[src/rtl/vga_bus_pkg.sv]
`default_nettype none
// ============================================================================
// Module  : vga_bus_pkg
// Brief   : Shared types and constants for the VGA bus arbiter.
// Revision: 1.0
// ============================================================================
package vga_bus_pkg;

    typedef enum logic [2:0] {
        ST_IDLE  = 3'd0,
        ST_SETUP = 3'd1,
        ST_CMD   = 3'd2,
        ST_HOLD  = 3'd3,
        ST_ACK   = 3'd4
    } state_e;

    typedef struct packed {
        logic io;
        logic rw;
    } cycle_kind_t;

    localparam logic [15:0] DG_IDLE = 16'h0001;
    localparam int          CNT_W   = 8;

    // Phase counters are loaded with N-1 so that zero marks the last cycle.
    function automatic logic [CNT_W-1:0] phase_load(input int n);
        return CNT_W'(n - 1);
    endfunction

endpackage
`default_nettype wire

[src/rtl/vga_bus_timer.sv]
`default_nettype none
// ============================================================================
// Module  : vga_bus_timer
// Brief   : 8-bit loadable down-counter with zero flag, shared by all phases.
// Revision: 1.0
// ============================================================================
module vga_bus_timer
    import vga_bus_pkg::*;
(
    input  logic             mclk_i,
    input  logic             reset_i,
    input  logic             load_i,
    input  logic [CNT_W-1:0] load_val_i,
    input  logic             en_i,
    output logic             zero_o
);

    logic [CNT_W-1:0] cnt_q;
    logic [CNT_W-1:0] cnt_d;

    always_comb begin
        cnt_d = cnt_q;
        if (load_i) begin
            cnt_d = load_val_i;
        end else if (en_i && (cnt_q != '0)) begin
            cnt_d = cnt_q - CNT_W'(1);
        end
    end

    always_ff @(posedge mclk_i) begin
        if (reset_i) begin
            cnt_q <= '0;
        end else begin
            cnt_q <= cnt_d;
        end
    end

    assign zero_o = (cnt_q == '0);

endmodule
`default_nettype wire

[src/rtl/vga_bus_arbiter.sv]
`default_nettype none
// ============================================================================
// Module  : vga_bus_arbiter
// Brief   : Two-port arbiter and cycle generator for the 16-bit VGA bus.
// Revision: 1.0
// ============================================================================
module vga_bus_arbiter
    import vga_bus_pkg::*;
#(
    parameter int SETUP_CYCLES = 2,
    parameter int CMD_CYCLES   = 4,
    parameter int HOLD_CYCLES  = 2,
    parameter int TIMEOUT      = 255
) (
    input  logic        mclk_i,
    input  logic        reset_i,
    input  logic        req0_i,
    input  logic        io0_i,
    input  logic        rw0_i,
    input  logic        sa0_0_i,
    input  logic        sa12_0_i,
    input  logic [15:0] wdata0_i,
    output logic        ack0_o,
    output logic        err0_o,
    input  logic        req1_i,
    input  logic        io1_i,
    input  logic        rw1_i,
    input  logic        sa0_1_i,
    input  logic        sa12_1_i,
    input  logic [15:0] wdata1_i,
    output logic        ack1_o,
    output logic        err1_o,
    output logic [15:0] rdata_o,
    input  logic        wait_n_i,
    input  logic [15:0] dg_in_i,
    output logic        bale_o,
    output logic        ior_o,
    output logic        iow_o,
    output logic        memr_o,
    output logic        memw_o,
    output logic        sa0_o,
    output logic        sa12_o,
    output logic [15:0] dg_out_o,
    output logic        dg_oe_o
);

    if ((SETUP_CYCLES < 1) || (SETUP_CYCLES > 255) ||
        (CMD_CYCLES   < 1) || (CMD_CYCLES   > 255) ||
        (HOLD_CYCLES  < 1) || (HOLD_CYCLES  > 255) ||
        (TIMEOUT      < 0) || (TIMEOUT      > 255)) begin : g_bad_params
        $error("vga_bus_arbiter: phase widths must be 1..255, TIMEOUT 0..255");
    end

    localparam logic [CNT_W-1:0] c_SETUP_LD   = phase_load(SETUP_CYCLES);
    localparam logic [CNT_W-1:0] c_CMD_LD     = phase_load(CMD_CYCLES);
    localparam logic [CNT_W-1:0] c_HOLD_LD    = phase_load(HOLD_CYCLES);
    localparam logic [CNT_W-1:0] c_TIMEOUT_LD = (TIMEOUT > 0) ? phase_load(TIMEOUT) : '0;

    state_e      state_q,   state_d;
    logic        port_q,    port_d;
    cycle_kind_t kind_q,    kind_d;
    logic        sa0_l_q,   sa0_l_d;
    logic        sa12_l_q,  sa12_l_d;
    logic [15:0] wdata_q,   wdata_d;
    logic        waiting_q, waiting_d;
    logic        timeout_q, timeout_d;
    logic [1:0]  streak_q,  streak_d;
    logic [15:0] rdata_q,   rdata_d;

    logic        bale_q, ior_q, iow_q, memr_q, memw_q, sa0_q, sa12_q, dg_oe_q;
    logic        bale_d, ior_d, iow_d, memr_d, memw_d, sa0_d, sa12_d, dg_oe_d;
    logic [15:0] dg_out_q, dg_out_d;
    logic        ack0_q, ack1_q, err0_q, err1_q;
    logic        ack0_d, ack1_d, err0_d, err1_d;

    logic             w_tmr_load;
    logic [CNT_W-1:0] w_tmr_val;
    logic             w_tmr_en;
    logic             w_tmr_zero;
    logic             w_leave;
    logic             w_leave_to;
    logic             w_pick1;

    vga_bus_timer u_timer (
        .mclk_i     (mclk_i),
        .reset_i    (reset_i),
        .load_i     (w_tmr_load),
        .load_val_i (w_tmr_val),
        .en_i       (w_tmr_en),
        .zero_o     (w_tmr_zero)
    );

    // Next-state logic, latching of the granted request and phase timing.
    always_comb begin
        state_d    = state_q;
        port_d     = port_q;
        kind_d     = kind_q;
        sa0_l_d    = sa0_l_q;
        sa12_l_d   = sa12_l_q;
        wdata_d    = wdata_q;
        waiting_d  = waiting_q;
        timeout_d  = timeout_q;
        streak_d   = streak_q;
        rdata_d    = rdata_q;
        w_tmr_load = 1'b0;
        w_tmr_val  = '0;
        w_tmr_en   = 1'b0;
        w_leave    = 1'b0;
        w_leave_to = 1'b0;
        w_pick1    = req1_i && (!req0_i || (streak_q == 2'd2));

        case (state_q)
            ST_IDLE: begin
                if (req0_i || req1_i) begin
                    state_d    = ST_SETUP;
                    port_d     = w_pick1;
                    kind_d.io  = w_pick1 ? io1_i    : io0_i;
                    kind_d.rw  = w_pick1 ? rw1_i    : rw0_i;
                    sa0_l_d    = w_pick1 ? sa0_1_i  : sa0_0_i;
                    sa12_l_d   = w_pick1 ? sa12_1_i : sa12_0_i;
                    wdata_d    = w_pick1 ? wdata1_i : wdata0_i;
                    waiting_d  = 1'b0;
                    timeout_d  = 1'b0;
                    streak_d   = w_pick1 ? 2'd0 :
                                 ((streak_q == 2'd2) ? 2'd2 : streak_q + 2'd1);
                    w_tmr_load = 1'b1;
                    w_tmr_val  = c_SETUP_LD;
                end
            end
            ST_SETUP: begin
                if (w_tmr_zero) begin
                    state_d    = ST_CMD;
                    w_tmr_load = 1'b1;
                    w_tmr_val  = c_CMD_LD;
                end else begin
                    w_tmr_en = 1'b1;
                end
            end
            ST_CMD: begin
                // Ready always beats timeout when both land on the same edge.
                if (waiting_q) begin
                    if (wait_n_i) begin
                        w_leave = 1'b1;
                    end else if (w_tmr_zero) begin
                        w_leave    = 1'b1;
                        w_leave_to = 1'b1;
                    end else begin
                        w_tmr_en = 1'b1;
                    end
                end else if (!w_tmr_zero) begin
                    w_tmr_en = 1'b1;
                end else if (kind_q.io || wait_n_i) begin
                    w_leave = 1'b1;
                end else if (TIMEOUT == 0) begin
                    w_leave    = 1'b1;
                    w_leave_to = 1'b1;
                end else begin
                    waiting_d  = 1'b1;
                    w_tmr_load = 1'b1;
                    w_tmr_val  = c_TIMEOUT_LD;
                end
                if (w_leave) begin
                    state_d    = ST_HOLD;
                    timeout_d  = w_leave_to;
                    rdata_d    = w_leave_to ? 16'hFFFF : dg_in_i;
                    w_tmr_load = 1'b1;
                    w_tmr_val  = c_HOLD_LD;
                end
            end
            ST_HOLD: begin
                if (w_tmr_zero) begin
                    state_d = ST_ACK;
                end else begin
                    w_tmr_en = 1'b1;
                end
            end
            ST_ACK: begin
                state_d = ST_IDLE;
            end
            default: begin
                state_d = ST_IDLE;
            end
        endcase
    end

    // Bus controls are registered from the next state so they change cleanly on edges.
    always_comb begin
        logic busy;
        logic strobe;
        logic wr;
        busy     = (state_d == ST_SETUP) || (state_d == ST_CMD) || (state_d == ST_HOLD);
        strobe   = (state_d == ST_CMD);
        wr       = busy && !kind_d.rw;
        bale_d   = !busy;
        sa0_d    = busy ? sa0_l_d  : 1'b1;
        sa12_d   = busy ? sa12_l_d : 1'b1;
        dg_oe_d  = wr;
        dg_out_d = wr ? wdata_d : DG_IDLE;
        ior_d    = !(strobe &&  kind_d.io &&  kind_d.rw);
        iow_d    = !(strobe &&  kind_d.io && !kind_d.rw);
        memr_d   = !(strobe && !kind_d.io &&  kind_d.rw);
        memw_d   = !(strobe && !kind_d.io && !kind_d.rw);
        ack0_d   = (state_d == ST_ACK) && !port_d;
        ack1_d   = (state_d == ST_ACK) &&  port_d;
        err0_d   = ack0_d && timeout_d;
        err1_d   = ack1_d && timeout_d;
    end

    always_ff @(posedge mclk_i) begin
        if (reset_i) begin
            state_q   <= ST_IDLE;
            port_q    <= 1'b0;
            kind_q    <= '0;
            sa0_l_q   <= 1'b1;
            sa12_l_q  <= 1'b1;
            wdata_q   <= '0;
            waiting_q <= 1'b0;
            timeout_q <= 1'b0;
            streak_q  <= 2'd0;
            rdata_q   <= '0;
            bale_q    <= 1'b1;
            ior_q     <= 1'b1;
            iow_q     <= 1'b1;
            memr_q    <= 1'b1;
            memw_q    <= 1'b1;
            sa0_q     <= 1'b1;
            sa12_q    <= 1'b1;
            dg_out_q  <= DG_IDLE;
            dg_oe_q   <= 1'b0;
            ack0_q    <= 1'b0;
            ack1_q    <= 1'b0;
            err0_q    <= 1'b0;
            err1_q    <= 1'b0;
        end else begin
            state_q   <= state_d;
            port_q    <= port_d;
            kind_q    <= kind_d;
            sa0_l_q   <= sa0_l_d;
            sa12_l_q  <= sa12_l_d;
            wdata_q   <= wdata_d;
            waiting_q <= waiting_d;
            timeout_q <= timeout_d;
            streak_q  <= streak_d;
            rdata_q   <= rdata_d;
            bale_q    <= bale_d;
            ior_q     <= ior_d;
            iow_q     <= iow_d;
            memr_q    <= memr_d;
            memw_q    <= memw_d;
            sa0_q     <= sa0_d;
            sa12_q    <= sa12_d;
            dg_out_q  <= dg_out_d;
            dg_oe_q   <= dg_oe_d;
            ack0_q    <= ack0_d;
            ack1_q    <= ack1_d;
            err0_q    <= err0_d;
            err1_q    <= err1_d;
        end
    end

    assign bale_o   = bale_q;
    assign ior_o    = ior_q;
    assign iow_o    = iow_q;
    assign memr_o   = memr_q;
    assign memw_o   = memw_q;
    assign sa0_o    = sa0_q;
    assign sa12_o   = sa12_q;
    assign dg_out_o = dg_out_q;
    assign dg_oe_o  = dg_oe_q;
    assign ack0_o   = ack0_q;
    assign ack1_o   = ack1_q;
    assign err0_o   = err0_q;
    assign err1_o   = err1_q;
    assign rdata_o  = rdata_q;

endmodule
`default_nettype wire

[config.mk]
export PLATFORM = sky130hd
export DESIGN_NAME = vga_bus_arbiter
export DESIGN_NICKNAME = d
export VERILOG_FILES = /design/src/rtl/vga_bus_pkg.sv /design/src/rtl/vga_bus_timer.sv /design/src/rtl/vga_bus_arbiter.sv
export SDC_FILE = /design/constraint.sdc
export NUM_CORES = 1
export LEC_CHECK = 0
export CAP_MARGIN = 20
export CORE_ASPECT_RATIO = 0.6
export CORE_MARGIN = 4
export CORE_UTILIZATION = 46
export DETAILED_ROUTE_END_ITERATION = 7
export PLACE_DENSITY = 0.8
export SYNTH_ARGS = -nofsm -noshare
export SYNTH_HDL_FRONTEND = slang
export SYNTH_SLANG_ARGS = --single-unit
export TNS_END_PERCENT = 30
[constraint.sdc]
create_clock -name mclk_i -period 2.65 [get_ports mclk_i]
set_input_delay 0.3975 -clock mclk_i [delete_from_list [all_inputs] [get_ports mclk_i]]
set_output_delay 0.3975 -clock mclk_i [all_outputs]
set_load 0.01 [all_outputs]
==> metrics.md, run 1 <==
| Metric | Value |
|---|---|
| Status | `completed` |
| Post-route antenna net violation count | `0` |
| First-pass GRT wire length | `~13,000 um` |
| Clock latency on the worst-skew pair | `0.33 ns` |
| Initial antenna violation count | `0` |
| GPL Wtd Cong | `0.905` |
| Switching fraction of total power | `0.347` |
| Per-instance average area after synthesis | `about 9.6 um^2` |
| Number of resized instances in the post-cts repair step | `0` |
| Clock tree from TritonCTS | `done` |
| Cell Rows | `23` |
| Yosys synthesis warning count | `0` |
| Initial cell density of the core | `0.481` |
| Number of cell instances on the worst register-to-register path | `7` |
| Combined area of all synthesized cells | `~3300 um^2` |
| CP Max Fanout | `6` |
| CP max-delay cell | `sky130_fd_sc_hd__or3b_2` |
| Number of DRC violations after detailed routing | `0` |
| Primary FF master, synth | `sky130_fd_sc_hd__dfxtp_1` |
| Number of buffer and inverter stages on the critical path | `1` |
| Critical path capture point type | `flip-flop` |
| Library cells used by synthesis | `48` |
| Clock tree sinks | `80` |
| Hold violation total from the final report | `0` |
| Global Route Usage Sum | `0.205` |
| Max-slew headroom at the worst pin | `0.529` |
| Unrepaired setup endpoints after global routing | `false` |
| Number of I/O port buffers | `~100` |
| Power per standard cell area | `roughly 1100 nW/um^2` |
| Layout cell share with drive strength beyond 1 | `0.114` |
| CP Data Required Time | `2.86 ns` |
| Number of primary I/O pins | `between 100 and 150` |
| Commonest cells after routing, fill and taps aside | `sky130_fd_sc_hd__clkdlybuf4s50_1 (104), sky130_fd_sc_hd__dfxtp_1 (80), sky130_fd_sc_hd__nand2_1 (33)` |
| Hold/Removal Path Class | `flip-flop to flip-flop` |
| Internal Dissipation | `roughly 3.3 mW` |
| Fmax | `approximately 0.41 GHz` |
| Die area | `~8600 um^2` |
| Avg Vias per Cell | `between 5 and 6` |
| Routed len/inst | `around 16 um` |
| Clock edge transition at the registers on the reported setup and hold paths | `~0.050 ns` |
| Proportion of synthesized chip area in sequential cells | `0.490` |
| Total number of H-tree levels | `3` |
| Commonest non-fill, non-tap cell in the layout | `sky130_fd_sc_hd__clkdlybuf4s50_1` |
| DR iter-0 viols | `216` |
| Diode count | `0` |
| Slowest stage delay, CP | `between 0.5 and 0.6 ns` |
| Period utilization | `0.924` |
| Final standard cell utilization of the core | `0.699` |
| Net count, final | `slightly above 500` |
| Post-Syn Instances | `between 300 and 400` |
| Final hold slack | `around 0.46 ns` |
| Series of cell instances along the critical path | `inv_1 > ha_1 > or3b_2 > o21ai_1 > a221o_1 > nor2_1 > or3_1` |
| Cell type group with the largest total delay on the critical path | `simple AND/OR/NAND/NOR gates` |
| Vias after detailed routing | `approximately 3,000` |
| Post-synth EDFFs | `0` |
| Power Total | `~5.0 mW` |
| R2R Setup Slk | `between 0.2 and 0.25 ns` |
| Proportion of power drawn by combinational gates | `0.419` |
| Share of synthesized flip-flops with an asynchronous set or reset | `0` |
| Final count of negative-setup-slack endpoints | `0` |
| Net switching power figure | `approximately 1.7 mW` |
| Minimum period implied by the final worst setup slack | `between 2 and 2.5 ns` |
| Total clock buffers created by CTS | `9` |
| Horiz. Die Dim | `117 um` |
| Maximum number of buffers from clock root to sink | `2` |
| Count of cells along the worst hold path | `2` |
| Crit Reg-Reg Endpoint | `sa12_o$_SDFF_PP1_` |
| #FFs+latches synth | `80` |
| Die Span Y | `about 73 um` |
| First-pass iteration count of the detailed router | `4` |
| Worst VDD drop | `approximately 700 uV` |
| Placeable core region | `between 6000 and 7000 um^2` |
| Hold-fix buffers at CTS | `0` |
| Net count after synthesis | `just over 400` |
| Number of global-route vias before repair | `between 2,000 and 3,000` |
| Number of max-cap violations | `0` |
| Transition at the pin with the smallest max-transition slack | `~0.7 ns` |
| Number of post-CTS setup repair buffers | `0` |
| Count of final max-slew check failures | `0` |
| Worst EP arrival | `around 2.7 ns` |
| Critical Path Start Type | `flip-flop` |
| Post-Route Setup TNS | `0 ns` |
| Clock root buffer | `sky130_fd_sc_hd__clkbuf_16` |
| End point of the worst hold path | `streak_q[0]$_SDFFE_PP0P_` |
| Part of the power in the clock network | `0.257` |
| Launch point of the worst reg-to-reg path | `u_timer.cnt_q[0]$_SDFFE_PP0P_` |
| Min-Delay Startpoint | `streak_q[0]$_SDFFE_PP0P_` |
| Reg power frac | `0.324` |
| Global route overflow | `0` |
| Post-route clock skew | `slightly above 0.006 ns` |
| Wire length after detailed routing | `between 8000 and 9000 um` |
| Pleak | `about 1.9 nW` |
| Worst Path Class, Setup | `flip-flop to flip-flop` |
| Area growth from synthesis to layout | `45.2%` |
| Pin count of the biggest net entering global routing | `between 40 and 50` |
| Dpl hpwl | `about 6500 um` |
| Number of stages on the worst setup path | `7` |
power groups by stage:
stage          Sequential [mW]  Combinational, mW  Clock [mW]
2_1_floorplan             1.66               1.32           0
3_3_place_gp              1.64               2.02           0
3_5_place_dp              1.64               2.07           0
4_1_cts                   1.62               2.09        1.30
5_1_grt                   1.65               2.30        1.36
6_report                  1.62               2.10        1.29
worst reg2reg max path, stage by stage (launching register included):
cell                      delay, ns
sky130_fd_sc_hd__dfxtp_1       0.33
sky130_fd_sc_hd__inv_1         0.08
sky130_fd_sc_hd__ha_1          0.20
sky130_fd_sc_hd__or3b_2        0.54
sky130_fd_sc_hd__o21ai_1       0.24
sky130_fd_sc_hd__a221o_1       0.38
sky130_fd_sc_hd__nor2_1        0.18
sky130_fd_sc_hd__or3_1         0.37
worst max-delay path by stage:
stage,startpoint,slack [ns],end
global route,u_timer.cnt_q[0]$_SDFFE_PP0P_,0.04,memw_o$_SDFF_PP1_
detailed placement,wait_n_i,0.10,u_timer.cnt_q[2]$_SDFFE_PP0P_
CTS,u_timer.cnt_q[0]$_SDFFE_PP0P_,0.21,rdata_o[15]$_SDFFE_PP0P_
finish,u_timer.cnt_q[0]$_SDFFE_PP0P_,0.20,sa12_o$_SDFF_PP1_
global placement,wait_n_i,0.16,dg_out_o[3]$_SDFF_PP0_
floorplan,u_timer.cnt_q[0]$_SDFFE_PP0P_,0.47,rdata_o[10]$_SDFFE_PP0P_
per-layer routing:
metal | track usage | up-vias | routed length, um
li1 | - | 1441 | -
met1 | 0.266 | 1358 | 3800
met2 | 0.304 | 153 | 3730
met3 | 0.104 | 11 | 1130
met4 | 0.0534 | 0 | 63
met5 | 0 | - | 0
final cells by class:
| class | instances | area, um^2 |
|---|---|---|
| clock buffer | 11 | 243 |
| clock inverter | 3 | 67.6 |
| fill | 526 | 2040 |
| inverter | 12 | 45.0 |
| multi-input combinational | 230 | 1530 |
| sequential | 80 | 1600 |
| tap | 87 | 109 |
| timing repair buffer | 119 | 1150 |
per-stage QoR:
step	cells	instance area, um^2	worst slack (ns)
3_5_place_dp	528	4440	0.103
6_report	542	4750	0.200
3_3_place_gp	528	4440	0.156
5_1_grt	542	4750	0.0447
2_1_floorplan	341	3270	0.467
4_1_cts	542	4750	0.211
registers in the layout (all words and copies together), names as in the netlist, 2 cells and up:
register,flops
rdata_o,16
streak_q,2
state_q,3
dg_out_o,16
wdata_q,16
u_timer.cnt_q,8
kind_q,2
cells in the mapped netlist (all sizes together), types with 3 or more instances:
cell / n / share of area
dfxtp: 80 / 0.49
nand2: 33 / 0.038
o21ai: 23 / 0.035
mux2i: 19 / 0.058
and2: 17 / 0.033
nor2: 17 / 0.020
nor2b: 16 / 0.031
o221a: 16 / 0.055
clkbuf: 15 / 0.017
inv: 12 / 0.014
nor3: 11 / 0.017
a21oi: 10 / 0.015
nand3: 7 / 0.011
nand2b: 5 / 0.0096
or3: 5 / 0.011
a211oi: 4 / 0.0092
a22oi: 4 / 0.0092
buf: 4 / 0.011
o32ai: 4 / 0.011
a221oi: 3 / 0.0099
a31oi: 3 / 0.0057
ha: 3 / 0.011
or2: 3 / 0.0057
or4: 3 / 0.0069
cells by family (layout without fill, tap and decap cells):
family,count (synthesis),after routing,share of synthesized area
buffers and inverters,31,145,0.0425
xor gates and xnor gates,1,1,0.00268
AOI/OAI and AO/OA,82,82,0.196
DFF,80,80,0.490
and+or+nand+nor,125,125,0.200
adders and majority gates,3,3,0.0115
muxes,19,19,0.0582
Power figures use the tool's default switching activity.
==> inputs of run 2 (changes only) <==
--- a/config.mk
+++ b/config.mk
@@ -10,7 +10,9 @@
 export CORE_MARGIN = 4
 export CORE_UTILIZATION = 46
 export DETAILED_ROUTE_END_ITERATION = 7
+export MAX_ROUTING_LAYER = met4
 export PLACE_DENSITY = 0.8
+export RECOVER_POWER = 50
 export SYNTH_ARGS = -nofsm -noshare
 export SYNTH_HDL_FRONTEND = slang
 export SYNTH_SLANG_ARGS = --single-unit
==> run 2 against run 1 <==
  * Sequential power barely moved
  * Wire length is 0.26% lower
  * Combinational power fell by 3%
  * Clock power hardly changed
  * Global-route usage rose by 0.68 points
  * Total power is 1.4% lower
  * Die area unchanged
  * Utilization shrank 0.11 points
  * Maximum frequency up 0.13%
  * Largest power group unchanged
  * Highest routed layer unchanged
==> metrics.md, run 2 (synthesized netlist as in run 1, its figures left out) <==
| Metric | Value |
|---|---|
| Status | `completed` |
| Transition at the pin with the smallest max-transition slack | `0.736 ns (+0.0291 ns)` |
| Net count, final | `516 (unchanged)` |
| Commonest cells after routing, fill and taps aside | `sky130_fd_sc_hd__dfxtp_1 (80), sky130_fd_sc_hd__clkdlybuf4s50_1 (60), sky130_fd_sc_hd__dlygate4sd3_1 (44)` |
| First-pass GRT wire length | `13,400 um (-0.16%)` |
| Die Span Y | `73.3 um (unchanged)` |
| Placeable core region | `6790 um^2 (unchanged)` |
| Non-filler cells, final | `542 (unchanged)` |
| Unrepaired setup endpoints after global routing | `false` |
| Clock tree sinks | `80 (unchanged)` |
| Hold-fix buffers at CTS | `0 (unchanged)` |
| Layout cell share with drive strength beyond 1 | `0.112 (-0.00220)` |
| CP Data Required Time | `2.87 ns (about the same)` |
| Post-route clock skew | `0.00460 ns (-0.00148 ns)` |
| Cell count after placement | `528 (unchanged)` |
| Routed len/inst | `16.0 um (-0.26%)` |
| Maximum number of buffers from clock root to sink | `2 (unchanged)` |
| Fmax | `0.409 GHz (+0.13%)` |
| Pin count of the biggest net entering global routing | `43 (unchanged)` |
| Initial cell density of the core | `0.481 (unchanged)` |
| Vias after detailed routing | `2,960 (-0.10%)` |
| Clock edge transition at the registers on the reported setup and hold paths | `0.05 ns (about the same)` |
| Number of primary I/O pins | `105 (unchanged)` |
| Hold/Removal Path Class | `flip-flop to flip-flop` |
| Minimum period implied by the final worst setup slack | `2.45 ns (-0.00316 ns)` |
| Worst VDD drop | `692 uV (-0.38%)` |
| Dpl hpwl | `6530 um (unchanged)` |
| Number of resized instances in the post-cts repair step | `0 (unchanged)` |
| Pre-CTS worst setup slack | `0.103 ns (unchanged)` |
| Number of stages on the worst setup path | `6 (-1)` |
| Internal Dissipation | `3.22 mW (-1.9%)` |
| Max-slew headroom at the worst pin | `0.509 (-0.0194)` |
| Clock tree from TritonCTS | `done` |
| Net switching power figure | `1.73 mW (-0.50%)` |
| Number of max-cap violations | `0 (unchanged)` |
| GPL Wtd Cong | `0.921 (+1.7%)` |
| Avg Vias per Cell | `5.46 (-0.10%)` |
| Area growth from synthesis to layout | `45.0%` |
| First-pass iteration count of the detailed router | `5 (+1)` |
| Number of global-route vias before repair | `2,833 (+0.18%)` |
| Number of buffer and inverter stages on the critical path | `1 (unchanged)` |
| Cell type group with the largest total delay on the critical path | `simple AND/OR/NAND/NOR gates` |
| Post-route antenna net violation count | `0 (unchanged)` |
| Count of cells along the worst hold path | `2 (unchanged)` |
| Filler Cell Count | `528 (+0.38%)` |
| Number of cell instances on the worst register-to-register path | `6 (-1)` |
| Critical Path Start Type | `flip-flop` |
| Post-route setup slack | `0.204 ns (+0.00316 ns)` |
| Crit Reg-Reg Endpoint | `rdata_o[15]$_SDFFE_PP0P_` |
| Cell Rows | `23 (unchanged)` |
| Die area | `8560 um^2 (unchanged)` |
| Switching fraction of total power | `0.350 (+0.00315)` |
| Critical path capture point type | `flip-flop` |
| Wire length after detailed routing | `8700 um (-0.26%)` |
| DR iter-0 viols | `233 (+7.9%)` |
| CP Max Fanout | `16 (+10)` |
| Final count of negative-setup-slack endpoints | `0 (unchanged)` |
| Final standard cell utilization of the core | `0.698 (-0.00111)` |
| Series of cell instances along the critical path | `inv_1 > ha_1 > or3b_2 > o31a_1 > nand2b_1 > o221a_2` |
| Number of I/O port buffers | `104 (unchanged)` |
| Min-Delay Startpoint | `streak_q[0]$_SDFFE_PP0P_` |
| Area used by multi-input combinational logic | `1520 um^2 (-0.33%)` |
| Global route overflow | `0 (unchanged)` |
| Proportion of power drawn by combinational gates | `0.412 (-0.007)` |
| Diode count | `0 (unchanged)` |
| Period utilization | `0.923 (-0.00119)` |
| Power per standard cell area | `1040 nW/um^2 (-1.2%)` |
| Launch point of the worst reg-to-reg path | `u_timer.cnt_q[0]$_SDFFE_PP0P_` |
| Global Route Usage Sum | `0.212 (+0.00683)` |
| R2R Setup Slk | `0.20 ns (about the same)` |
| Number of DRC violations after detailed routing | `0 (unchanged)` |
| Pleak | `1.98 nW (+5.0%)` |
| Part of the power in the clock network | `0.261 (+0.004)` |
| Hold violation total from the final report | `0 (unchanged)` |
| End point of the worst hold path | `streak_q[0]$_SDFFE_PP0P_` |
| Clock root buffer | `sky130_fd_sc_hd__clkbuf_16` |
| Initial antenna violation count | `0 (unchanged)` |
| Count of final max-slew check failures | `0 (unchanged)` |
| Post-Route Setup TNS | `0 ns (unchanged)` |
| Commonest non-fill, non-tap cell in the layout | `sky130_fd_sc_hd__dfxtp_1` |
| Footprint of the flip-flops and latches | `1600 um^2 (unchanged)` |
| Power Total | `4.95 mW (-1.4%)` |
| Total number of H-tree levels | `3 (unchanged)` |
| Slowest stage delay, CP | `0.54 ns (about the same)` |
| Total clock buffers created by CTS | `9 (unchanged)` |
| Worst Path Class, Setup | `flip-flop to flip-flop` |
| CP max-delay cell | `sky130_fd_sc_hd__or3b_2` |
| Worst EP arrival | `2.67 ns (about the same)` |
| Clock latency on the worst-skew pair | `0.33 ns (about the same)` |
| Number of post-CTS setup repair buffers | `0 (unchanged)` |
| Reg power frac | `0.327 (+0.003)` |
| Horiz. Die Dim | `117 um (unchanged)` |
run 2: worst max path at each step:
| stage | slack, ns | to | from |
|---|---|---|---|
| global placement | 0.16 | dg_out_o[3]$_SDFF_PP0_ | wait_n_i |
| detailed placement | 0.10 | u_timer.cnt_q[2]$_SDFFE_PP0P_ | wait_n_i |
| floorplan | 0.47 | rdata_o[10]$_SDFFE_PP0P_ | u_timer.cnt_q[0]$_SDFFE_PP0P_ |
| CTS | 0.21 | rdata_o[15]$_SDFFE_PP0P_ | u_timer.cnt_q[0]$_SDFFE_PP0P_ |
| finish | 0.20 | rdata_o[15]$_SDFFE_PP0P_ | u_timer.cnt_q[0]$_SDFFE_PP0P_ |
| global route | 0.04 | sa0_o$_SDFF_PP1_ | state_q[2]$_SDFF_PP0_ |
run 2: area by class of cell:
class                      instances  area share
sequential                        80       0.338
tap                               87      0.0230
clock buffer                      11      0.0512
multi-input combinational        230       0.321
timing repair buffer             119       0.243
clock inverter                     3      0.0143
inverter                          12     0.00950
run 2: metrics by stage:
step	hold slack, ns	instance area (um^2)
2_1_floorplan	0.432	3270
3_3_place_gp	0.443	4440
3_5_place_dp	0.453	4440
4_1_cts	0.460	4750
5_1_grt	0.487	4740
6_report	0.462	4740
run 2: routing by layer:
metal,GRT usage,vias to the layer above,routed length (um)
met3,0.102,12,1180
met5,-,-,0
met1,0.275,1342,3770
li1,-,1440,-
met4,0.0382,0,63
met2,0.304,166,3690
run 2: power groups by stage:
stage,sequential [mW],clock (mW),combinational [mW]
after floorplan,1.66,0,1.32
after global placement,1.64,0,2.02
after detailed placement,1.64,0,2.07
after CTS,1.62,1.30,2.09
after global routing,1.64,1.37,2.24
final,1.62,1.29,2.04
run 2: worst min-delay path: stages (launching register included):
cell and delay, ns:
sky130_fd_sc_hd__dfxtp_1 0.31, sky130_fd_sc_hd__nand2_1 0.05, sky130_fd_sc_hd__a21oi_1 0.05
